`src/rtl/async_fifo_pkg.sv`:
```
// Shared pointer helpers for both sides of the asynchronous FIFO.
package async_fifo_pkg;

  // Widest pointer the helpers accept. Callers zero-extend into this width and truncate the result back.
  localparam int unsigned GRAY_MAX_W = 32;

  // Pointer width for a given RAM address width. The extra MSB separates full from empty.
  function automatic int unsigned ptr_width(input int unsigned addr_width);
    return addr_width + 1;
  endfunction

  // Binary to Gray. This is correct for any width up to GRAY_MAX_W when the input is zero-extended.
  function automatic logic [GRAY_MAX_W-1:0] bin2gray(input logic [GRAY_MAX_W-1:0] b);
    return b ^ (b >> 1);
  endfunction

  // Gray to binary as a prefix XOR from the MSB down. Zero-extended inputs decode unchanged.
  function automatic logic [GRAY_MAX_W-1:0] gray2bin(input logic [GRAY_MAX_W-1:0] g);
    logic [GRAY_MAX_W-1:0] b;
    b = '0;
    b[GRAY_MAX_W-1] = g[GRAY_MAX_W-1];
    for (int i = GRAY_MAX_W - 2; i >= 0; i--) begin
      b[i] = g[i] ^ b[i+1];
    end
    return b;
  endfunction

endpackage

```
`src/rtl/fifo_ptr_sync.sv`:
```
// Multi-flop synchronizer for a Gray-coded FIFO pointer crossing clock domains.
module fifo_ptr_sync #(
  parameter int unsigned WIDTH  = 4,
  parameter int unsigned STAGES = 2
) (
  input  logic             clk,
  input  logic             rst_n,
  input  logic [WIDTH-1:0] d,
  output logic [WIDTH-1:0] q
);

  logic [STAGES-1:0][WIDTH-1:0] stage;

  // Plain shift chain with no logic between flops. Only one bit of d changes at a time, so the capture is safe.
  always_ff @(posedge clk or negedge rst_n) begin
    if (!rst_n) begin
      stage <= '0;
    end else begin
      stage <= {stage[STAGES-2:0], d};
    end
  end

  assign q = stage[STAGES-1];

endmodule

```
`src/rtl/async_fifo_wr_ctrl.sv`:
```
// Write-side controller of the asynchronous FIFO. It tracks the write pointer,
// exports it in Gray code and derives full, almost-full, level and overflow.
module async_fifo_wr_ctrl
  import async_fifo_pkg::*;
#(
  parameter int unsigned ADDR_WIDTH   = 3,
  parameter int unsigned SYNC_STAGES  = 2,
  parameter int unsigned AFULL_THRESH = 6
) (
  input  logic                  W_CLK,
  input  logic                  W_RST_n,
  input  logic                  W_INC,
  input  logic [ADDR_WIDTH:0]   R_PTR_GRAY,
  input  logic                  OVF_CLR,
  output logic                  W_CLK_EN,
  output logic [ADDR_WIDTH-1:0] W_ADDR,
  output logic [ADDR_WIDTH:0]   W_PTR_GRAY,
  output logic                  FULL,
  output logic                  ALMOST_FULL,
  output logic [ADDR_WIDTH:0]   W_LEVEL,
  output logic                  OVERFLOW
);

  localparam int unsigned PTR_W = ptr_width(ADDR_WIDTH);

  // Full pattern: the synchronized read pointer with its top two Gray bits inverted.
  localparam logic [PTR_W-1:0] FULL_MASK = PTR_W'(2'b11) << (PTR_W - 2);
  localparam logic [PTR_W-1:0] AFULL_LVL = PTR_W'(AFULL_THRESH);

  logic [PTR_W-1:0] wbin;
  logic [PTR_W-1:0] wbin_next;
  logic [PTR_W-1:0] gray_next;
  logic [PTR_W-1:0] rq_sync;
  logic [PTR_W-1:0] rbin_sync;
  logic [PTR_W-1:0] level_next;

  // Bring the read-domain Gray pointer into W_CLK.
  fifo_ptr_sync #(
    .WIDTH  (PTR_W),
    .STAGES (SYNC_STAGES)
  ) u_rptr_sync (
    .clk   (W_CLK),
    .rst_n (W_RST_n),
    .d     (R_PTR_GRAY),
    .q     (rq_sync)
  );

  // RAM-facing write enable and address. A write is dropped while FULL.
  assign W_CLK_EN = W_INC & ~FULL;
  assign W_ADDR   = wbin[ADDR_WIDTH-1:0];

  // Next-pointer, Gray and occupancy terms. The level is measured against the stale synchronized read pointer, so it can only overestimate.
  assign wbin_next  = wbin + PTR_W'(W_CLK_EN);
  assign gray_next  = PTR_W'(bin2gray(GRAY_MAX_W'(wbin_next)));
  assign rbin_sync  = PTR_W'(gray2bin(GRAY_MAX_W'(rq_sync)));
  assign level_next = wbin_next - rbin_sync;

  // Pointer, status and sticky overflow registers.
  always_ff @(posedge W_CLK or negedge W_RST_n) begin
    if (!W_RST_n) begin
      wbin        <= '0;
      W_PTR_GRAY  <= '0;
      FULL        <= 1'b0;
      ALMOST_FULL <= 1'b0;
      W_LEVEL     <= '0;
      OVERFLOW    <= 1'b0;
    end else begin
      wbin        <= wbin_next;
      W_PTR_GRAY  <= gray_next;
      FULL        <= (gray_next == (rq_sync ^ FULL_MASK));
      ALMOST_FULL <= (level_next >= AFULL_LVL);
      W_LEVEL     <= level_next;
      if (W_INC && FULL) begin
        OVERFLOW <= 1'b1;
      end else if (OVF_CLR) begin
        OVERFLOW <= 1'b0;
      end
    end
  end

endmodule

```
`config.mk`:
```
export PLATFORM = sky130hd
export DESIGN_NAME = async_fifo_wr_ctrl
export DESIGN_NICKNAME = d
export VERILOG_FILES = /design/src/rtl/async_fifo_pkg.sv /design/src/rtl/fifo_ptr_sync.sv /design/src/rtl/async_fifo_wr_ctrl.sv
export SDC_FILE = /design/constraint.sdc
export NUM_CORES = 1
export LEC_CHECK = 0
export ABC_CLOCK_PERIOD_IN_PS = 4100
export BUFFER_PORTS_ARGS = -buffer_cell sky130_fd_sc_hd__buf_2
export CELL_PAD_IN_SITES_DETAIL_PLACEMENT = 2
export CELL_PAD_IN_SITES_GLOBAL_PLACEMENT = 2
export CORE_MARGIN = 1.5
export CORE_UTILIZATION = 36
export DETAILED_ROUTE_END_ITERATION = 7
export PLACE_DENSITY = 0.76
export REMOVE_ABC_BUFFERS = 1
export SYNTH_ARGS = -nofsm -noshare
export SYNTH_HDL_FRONTEND = slang
export SYNTH_HIERARCHICAL = 1
export SYNTH_SLANG_ARGS = --single-unit
```
`constraint.sdc`:
```
create_clock -name W_CLK -period 4.1 [get_ports W_CLK]
set_input_delay 0.205 -clock W_CLK [delete_from_list [all_inputs] [get_ports W_CLK]]
set_output_delay 0.205 -clock W_CLK [all_outputs]
set_load 0.005 [all_outputs]
```
==> run_summary.xml, run 1 <==
<?xml version="1.0" encoding="UTF-8"?>
<metrics>
  <group name="grt">
    <metric name="first_global_vias" unit="">623</metric>
    <metric name="grt_antenna_before_repair" unit="">0</metric>
    <metric name="total_grt_usage" unit="%">14.5</metric>
    <metric name="grt_start_max_net_pins" unit="">23</metric>
    <metric name="grt_overflow_total" unit="">0</metric>
    <metric name="global_route_wire_length_before_repair" unit="µm">2830</metric>
  </group>
  <group name="worst_setup_path">
    <metric name="critPathBufInv" unit="">0</metric>
    <metric name="timing.critical_path.max_delay_family" unit="">adder cells</metric>
    <metric name="critical-path-slowest-cell" unit="">sky130_fd_sc_hd__dfrtp_1</metric>
    <metric name="timing.critical_path.from" unit="">FULL</metric>
    <metric name="critical_path.cell_chain" unit="">nor2b_1, ha_1, ha_1, xor2_2, ha_1, a21oi_1, o21ai_0, xor3_1, a21o_1</metric>
    <metric name="critical_path_class" unit="">reg -&gt; reg</metric>
    <metric name="critical_path.max_stage_delay" unit="ns">0.42</metric>
    <metric name="critPathRequiredTime" unit="ns">4.32</metric>
    <metric name="crit_top_cell" unit="">sky130_fd_sc_hd__ha_1</metric>
    <metric name="worst_r2r_src" unit="">FULL</metric>
    <metric name="start_kind" unit="">flip-flop</metric>
    <metric name="arrival" unit="ns">2.61</metric>
    <metric name="critPathMaxFanout" unit="">6</metric>
    <metric name="worstSetupEndpointType" unit="">flip-flop</metric>
  </group>
  <group name="floorplan">
    <metric name="die_area" unit="µm²">2840</metric>
    <metric name="die_height" unit="µm">53.3</metric>
    <metric name="floorplan.initialDensity" unit="%">37.4</metric>
    <metric name="rows" unit="">18</metric>
    <metric name="core_region_area" unit="µm²">2430</metric>
    <metric name="top_level_ports" unit="">23</metric>
    <metric name="fp.dieW" unit="µm">53.3</metric>
  </group>
  <group name="routing">
    <metric name="dr_total_vias" unit="">554</metric>
    <metric name="wl" unit="µm">1620</metric>
    <metric name="avgRoutedWirePerCell" unit="µm">13.3</metric>
    <metric name="drtPass1Iterations" unit="">1</metric>
    <metric name="drcViolationCount" unit="">0</metric>
    <metric name="detail-route-antenna-nets" unit="">0</metric>
    <metric name="drt_iter0_drc" unit="">0</metric>
    <metric name="routed_via_density" unit="">4.54</metric>
  </group>
  <group name="clock_network">
    <metric name="h_tree_level_count" unit="">1</metric>
    <metric name="cts-hold-fix-buffers" unit="">5</metric>
    <metric name="post_cts_buffers" unit="">0</metric>
    <metric name="clock_tree_from_tritoncts" unit="">built</metric>
    <metric name="clk_pin_slew" unit="ns">0.12</metric>
    <metric name="cts_repair_resize_count" unit="">0</metric>
    <metric name="cts.path.max_buffers" unit="">2</metric>
    <metric name="clkLatencyLatePin" unit="ns">0.31</metric>
    <metric name="cts_made_buffers" unit="">3</metric>
    <metric name="buffer_cell_driving_the_clock_tree_root" unit="">sky130_fd_sc_hd__clkbuf_4</metric>
    <metric name="clock_sink_count" unit="">22</metric>
  </group>
  <group name="layout">
    <metric name="fin_util" unit="%">45.8</metric>
    <metric name="areaGrowthSynthToFinish" unit="%">22.4</metric>
    <metric name="fillerInstances" unit="">253</metric>
    <metric name="final_nets" unit="">107</metric>
    <metric name="layout-drive-gt1-share" unit="%">31.5</metric>
    <metric name="antennaDiodeCount" unit="">0</metric>
  </group>
  <group name="synth">
    <metric name="post_synth_instance_area" unit="µm²">910</metric>
    <metric name="per_instance_average_area_after_synthesis" unit="µm²">14.0</metric>
    <metric name="seq_area_frac_synth" unit="%">60.5</metric>
    <metric name="synthCells" unit="">65</metric>
    <metric name="synthesis_stage_register_bit_count" unit="">22</metric>
    <metric name="yosys.cell_types.count" unit="">18</metric>
    <metric name="synthesis.yosys.warnings" unit="">6</metric>
  </group>
  <group name="run">
    <metric name="cap_violations" unit="">0</metric>
  </group>
  <group name="power_and_ir_drop">
    <metric name="power.static_leakage" unit="nW">0.555</metric>
    <metric name="power-per-cell-area" unit="nW/µm²">813</metric>
    <metric name="ir_worst_vdd" unit="mV">0.332</metric>
  </group>
  <group name="run_status">
    <metric name="run_status" unit="">completed</metric>
  </group>
  <group name="timing">
    <metric name="fmax" unit="MHz">417</metric>
    <metric name="final_count_of_pins_violating_max_slew" unit="">0</metric>
    <metric name="finalWorstPathRequiredPeriod" unit="ns">2.40</metric>
    <metric name="final.period_utilization" unit="%">58.5</metric>
    <metric name="max_slew.worst_pin.slew" unit="ns">0.476</metric>
    <metric name="final.setup.tns" unit="ns">0</metric>
    <metric name="grt_setup_unrepaired" unit="">no</metric>
    <metric name="clock-skew-final" unit="ns">0.00213</metric>
    <metric name="final_setup_violation_count" unit="">0</metric>
    <metric name="final_hold_viol_count" unit="">0</metric>
    <metric name="worst_slew_margin_rel" unit="%">68.3</metric>
  </group>
  <group name="placed_design">
    <metric name="place_hpwl" unit="µm">1280</metric>
    <metric name="gp_congestion" unit="">0.749</metric>
    <metric name="numPortBuffers" unit="">22</metric>
  </group>
  <group name="worst_hold_path">
    <metric name="hold_path.startpoint" unit="">OVF_CLR</metric>
    <metric name="hold_path_class" unit="">in -&gt; reg</metric>
  </group>
</metrics>
-- power breakdown --
part | total, W | switching [W] | internal, W
logic | 0.000446 | 0.000233 | 0.000213
clock network | 0.000120 | 0.0000653 | 0.0000543
registers | 0.000339 | 0.0000388 | 0.000301
-- worst register-to-register path, cell delays in order, from the launching register on --
cell,delay (ns)
sky130_fd_sc_hd__dfrtp_1,0.42
sky130_fd_sc_hd__nor2b_1,0.16
sky130_fd_sc_hd__ha_1,0.23
sky130_fd_sc_hd__ha_1,0.22
sky130_fd_sc_hd__xor2_2,0.33
sky130_fd_sc_hd__ha_1,0.33
sky130_fd_sc_hd__a21oi_1,0.13
sky130_fd_sc_hd__o21ai_0,0.10
sky130_fd_sc_hd__xor3_1,0.21
sky130_fd_sc_hd__a21o_1,0.17
-- synth_stat cells (all sizes together) --
| cell type | number | area, µm² |
|---|---|---|
| a21oi | 1 | 5.00 |
| a22oi | 1 | 7.51 |
| o21ai | 2 | 10.0 |
| a21o | 1 | 7.51 |
| xor2 | 7 | 76.3 |
| inv | 7 | 26.3 |
| buf | 4 | 30.0 |
| nand2 | 2 | 7.51 |
| fa | 1 | 20.0 |
| xor3 | 1 | 23.8 |
| dfrtp | 22 | 551 |
| or3 | 2 | 12.5 |
| nor2b | 1 | 6.26 |
| xnor2 | 5 | 43.8 |
| ha | 5 | 62.6 |
| nand3 | 3 | 20.0 |
-- path summary, 6_finish.rpt --
check                      depth (start not counted)          endpoint  slack [ns]
min in group asynchronous                          2           wbin[1]        0.37
hold reg to reg                                    0  u_rptr_sync/q[0]        0.36
setup reg to reg                                   9       ALMOST_FULL        1.70
hold / removal                                     2          OVERFLOW        0.08
max in group asynchronous                          2  u_rptr_sync/q[1]        3.41
setup / recovery                                   9       ALMOST_FULL        1.70
-- metrics by stage --
stage	hold slack (ns)	cell area, µm²	worst slack, ns	instances	power, W
floorplan	-0.0906	880	1.87	61	0.000638
global placement	0.191	1030	1.82	113	0.000771
detailed placement	0.199	1030	1.70	113	0.000794
CTS	0.0655	1110	1.66	122	0.000928
global route	0.0850	1110	1.51	122	0.000994
finish	0.0829	1110	1.70	122	0.000905
-- cell families after synthesis --
group           Yosys count  share of synthesized area (%)
compound gates            5                           3.30
simple gates              8                           5.09
xor+xnor                 13                           15.8
fa+ha+maj                 6                           9.08
buf+inv                  11                           6.19
flops                    22                           60.5
-- per-layer routing --
layer / vias up / GRT usage [%] / share of wire (%)
met2: 25 / 26.1 / 53
met3: 3 / 3.67 / 7.6
met5: - / 0 / 0
met1: 273 / 15.2 / 38
met4: 0 / 7.69 / 2.0
li1: 253 / - / -
-- layout make-up --
type                    instances  area (µm²)  area share (%)
multi-input cells              32         303            27.2
repair buffers                 27         160            14.4
flip-flops and latches         22         551            49.4
clock buffers                   4        36.3            3.26
well taps                      30        37.5            3.37
inverters                       7        26.3            2.36
-- cells in the final DEF, fill, tap and decap left out, drive strengths merged --
master,count
dfrtp,22
buf,22
dlygate4sd3,5
a21oi,1
or3,2
o21ai,2
nand3,3
inv,7
nand2,2
fa,1
ha,5
clkbuf,4
xnor2,5
a22oi,1
a21o,1
nor2b,1
xor2,7
xor3,1
-- state kept, by name, summed over array words and instances (netlist names) --
name               cells
W_LEVEL                4
OVERFLOW               1
u_rptr_sync/q          4
W_PTR_GRAY             4
ALMOST_FULL            1
u_rptr_sync/stage      4
FULL                   1
wbin                   3
(Power assumes the default switching activity.)
==> run 2: changes to the inputs <==
--- a/config.mk
+++ b/config.mk
@@ -5,14 +5,14 @@
 export SDC_FILE = /design/constraint.sdc
 export NUM_CORES = 1
 export LEC_CHECK = 0
-export ABC_CLOCK_PERIOD_IN_PS = 4100
+export ABC_CLOCK_PERIOD_IN_PS = 2400
 export BUFFER_PORTS_ARGS = -buffer_cell sky130_fd_sc_hd__buf_2
 export CELL_PAD_IN_SITES_DETAIL_PLACEMENT = 2
 export CELL_PAD_IN_SITES_GLOBAL_PLACEMENT = 2
 export CORE_MARGIN = 1.5
-export CORE_UTILIZATION = 36
+export CORE_UTILIZATION = 33
 export DETAILED_ROUTE_END_ITERATION = 7
-export PLACE_DENSITY = 0.76
+export PLACE_DENSITY = 0.7
 export REMOVE_ABC_BUFFERS = 1
 export SYNTH_ARGS = -nofsm -noshare
 export SYNTH_HDL_FRONTEND = slang
==> constraint.sdc (replaced) <==
create_clock -name W_CLK -period 2.4 [get_ports W_CLK]
set_input_delay 0.12 -clock W_CLK [delete_from_list [all_inputs] [get_ports W_CLK]]
set_output_delay 0.12 -clock W_CLK [all_outputs]
set_load 0.005 [all_outputs]
==> run 2 against run 1 <==
Sequential power grew 70%. Clock power grew 130%. Worst hold slack lost 0.036 ns. Critical path depth is the same. Combinational power grew 78%. Die area grew 8.6%. Power grew 82%. Sequential share of layout area shrank 1.5 points. Worst setup slack lost 1.5 ns. Critical path type unchanged.
==> run_summary.xml, run 2 (synthesis results as in run 1) <==
<?xml version="1.0" encoding="UTF-8"?>
<metrics>
  <group name="power_and_ir_drop">
    <metric name="power" unit="W">0.00164</metric>
    <metric name="power.static_leakage" unit="nW">0.572</metric>
    <metric name="share_comb_of_total_power" unit="%">48.2</metric>
    <metric name="internal_power" unit="W">0.00107</metric>
    <metric name="p_sw" unit="W">0.000578</metric>
    <metric name="share_of_total_power_consumed_by_net_switching" unit="%">35.2</metric>
    <metric name="power-per-cell-area" unit="nW/µm²">1430</metric>
    <metric name="ir_worst_vdd" unit="mV">0.591</metric>
    <metric name="clock_group_share_of_total_power" unit="%">16.8</metric>
    <metric name="share_seq_of_total_power" unit="%">35.0</metric>
  </group>
  <group name="worst_setup_path">
    <metric name="critical_path.cell_chain" unit="">nor2b_1, ha_1, ha_1, xor2_2, ha_1, nand2_1, o21ai_1, xor3_1, a21o_1</metric>
    <metric name="critPathBufInv" unit="">0</metric>
    <metric name="critical_path_class" unit="">reg -&gt; reg</metric>
    <metric name="critPathRequiredTime" unit="ns">2.61</metric>
    <metric name="start_kind" unit="">flip-flop</metric>
    <metric name="arrival" unit="ns">2.40</metric>
    <metric name="critical_path.max_stage_delay" unit="ns">0.41</metric>
    <metric name="critical-path-slowest-cell" unit="">sky130_fd_sc_hd__dfrtp_1</metric>
    <metric name="crit_top_cell" unit="">sky130_fd_sc_hd__ha_1</metric>
    <metric name="reg2reg_setup_slack" unit="ns">0.21</metric>
    <metric name="critPathMaxFanout" unit="">3</metric>
    <metric name="worstSetupEndpointType" unit="">flip-flop</metric>
    <metric name="timing.critical_path.max_delay_family" unit="">adder cells</metric>
  </group>
  <group name="clock_network">
    <metric name="cts.path.max_buffers" unit="">2</metric>
    <metric name="clk_pin_slew" unit="ns">0.12</metric>
    <metric name="clock_sink_count" unit="">22</metric>
    <metric name="clock_tree_from_tritoncts" unit="">built</metric>
    <metric name="clkLatencyLatePin" unit="ns">0.30</metric>
    <metric name="buffer_cell_driving_the_clock_tree_root" unit="">sky130_fd_sc_hd__clkbuf_4</metric>
    <metric name="h_tree_level_count" unit="">1</metric>
    <metric name="cts_made_buffers" unit="">3</metric>
  </group>
  <group name="routing">
    <metric name="detail-route-antenna-nets" unit="">0</metric>
    <metric name="routed_via_density" unit="">4.40</metric>
    <metric name="wl" unit="µm">1620</metric>
    <metric name="drcViolationCount" unit="">0</metric>
    <metric name="avgRoutedWirePerCell" unit="µm">13.1</metric>
    <metric name="dr_total_vias" unit="">545</metric>
    <metric name="drt_iter0_drc" unit="">3</metric>
    <metric name="drtPass1Iterations" unit="">2</metric>
  </group>
  <group name="floorplan">
    <metric name="rows" unit="">18</metric>
    <metric name="die_area" unit="µm²">3080</metric>
    <metric name="fp.dieW" unit="µm">55.5</metric>
    <metric name="floorplan.initialDensity" unit="%">35.7</metric>
    <metric name="die_height" unit="µm">55.5</metric>
    <metric name="top_level_ports" unit="">23</metric>
    <metric name="core_region_area" unit="µm²">2540</metric>
  </group>
  <group name="layout">
    <metric name="layout-drive-gt1-share" unit="%">31.9</metric>
    <metric name="final_cell_area" unit="µm²">1150</metric>
    <metric name="final_nets" unit="">109</metric>
    <metric name="fillerInstances" unit="">264</metric>
    <metric name="most_frequent_cells_in_the_layout" unit="">sky130_fd_sc_hd__dfrtp_1 (22), sky130_fd_sc_hd__buf_2 (22), sky130_fd_sc_hd__inv_1 (7), sky130_fd_sc_hd__dlygate4sd3_1 (6)</metric>
    <metric name="post_layout_nonfiller_instances" unit="">124</metric>
    <metric name="antennaDiodeCount" unit="">0</metric>
    <metric name="areaGrowthSynthToFinish" unit="%">26.1</metric>
  </group>
  <group name="timing">
    <metric name="final.period_utilization" unit="%">91.1</metric>
    <metric name="max_slew.worst_pin.slew" unit="ns">0.483</metric>
    <metric name="worst_slew_margin_rel" unit="%">67.8</metric>
    <metric name="final_hold_viol_count" unit="">0</metric>
    <metric name="final_setup_violation_count" unit="">0</metric>
    <metric name="fmax" unit="MHz">457</metric>
    <metric name="clock-skew-final" unit="ns">0.00805</metric>
    <metric name="grt_setup_unrepaired" unit="">no</metric>
    <metric name="final_count_of_pins_violating_max_slew" unit="">0</metric>
    <metric name="finalWorstPathRequiredPeriod" unit="ns">2.19</metric>
    <metric name="final.setup.tns" unit="ns">0</metric>
  </group>
  <group name="placed_design">
    <metric name="numPortBuffers" unit="">22</metric>
    <metric name="post_dp_cell_area" unit="µm²">1030</metric>
    <metric name="inst_count_dp" unit="">114</metric>
    <metric name="place_hpwl" unit="µm">1240</metric>
    <metric name="gp_congestion" unit="">0.688</metric>
  </group>
  <group name="grt">
    <metric name="total_grt_usage" unit="%">12.3</metric>
    <metric name="grt_overflow_total" unit="">0</metric>
    <metric name="grt_antenna_before_repair" unit="">0</metric>
    <metric name="global_route_wire_length_before_repair" unit="µm">2900</metric>
    <metric name="first_global_vias" unit="">655</metric>
    <metric name="grt_start_max_net_pins" unit="">23</metric>
  </group>
  <group name="run_status">
    <metric name="run_status" unit="">completed</metric>
  </group>
  <group name="worst_hold_path">
    <metric name="hold_path_class" unit="">in -&gt; reg</metric>
  </group>
  <group name="run">
    <metric name="cap_violations" unit="">0</metric>
  </group>
</metrics>
==> run 2: cell types whose count changed in the layout (fill, tap and decap cells not counted), sizes merged <==
| cell | change |
|---|---|
| buf | +1 |
| bufinv | +1 |
| clkbuf | -1 |
| dlygate4sd3 | +1 |
==> run 2: per-stage QoR <==
step | hold WS (ns) | setup slack, ns | utilization, %
6_report | 0.0470 | 0.213 | 45.1
5_1_grt | 0.0286 | 0.0220 | 45.1
4_1_cts | 0.0411 | 0.0701 | 45.1
3_5_place_dp | 0.114 | 0.0913 | 40.7
3_3_place_gp | 0.0985 | 0.239 | 40.7
2_1_floorplan | -0.176 | 0.168 | -
==> run 2: area by class of cell <==
type                    instances  area, µm²  share of cell area (%)
clock buffers                   3       22.5                    1.96
inverters                       7       26.3                    2.29
repair buffers                 29        178                    15.5
flip-flops and latches         22        551                    48.0
multi-input cells              32        303                    26.4
clock inverters                 1       30.0                    2.62
well taps                      30       37.5                    3.27
==> run 2: worst min-delay path, stage by stage <==
cell and delay, ns:
sky130_fd_sc_hd__buf_2 0.08, sky130_fd_sc_hd__nand2_1 0.05, sky130_fd_sc_hd__o21ai_0 0.06
==> run 2: timing repair <==
action | 4_1_cts | 5_1_grt
gates resized for setup | 0 | 1
endpoints found under the hold margin | 27 | 0
endpoints found under the setup margin | 0 | 1
buffers inserted | 0 | 0
hold buffers | 6 | 0
==> run 2: final timing paths <==
check,from,to,cells past startpoint
setup / recovery,FULL,ALMOST_FULL,9
min in group asynchronous,W_RST_n,W_LEVEL[0],2
hold / removal,W_INC,OVERFLOW,3
hold reg to reg,u_rptr_sync/stage[1],u_rptr_sync/q[1],0
max in group asynchronous,W_RST_n,W_PTR_GRAY[3],2
setup reg to reg,FULL,ALMOST_FULL,9
==> run 2: layer usage <==
layer	global-route usage, %	wire (µm)	vias up
li1	-	-	258
met5	0	0	-
met2	21.8	853	21
met4	2.09	0	0
met1	13.9	672	266
met3	5.15	94	0
==> run 2: power by group through the flow <==
stage	clock network, W	registers (W)	logic, W
2_1_floorplan	0	0.000600	0.000490
3_3_place_gp	0	0.000581	0.000757
3_5_place_dp	0	0.000586	0.000798
4_1_cts	0.000290	0.000580	0.000818
5_1_grt	0.000307	0.000595	0.000903
6_report	0.000277	0.000576	0.000792
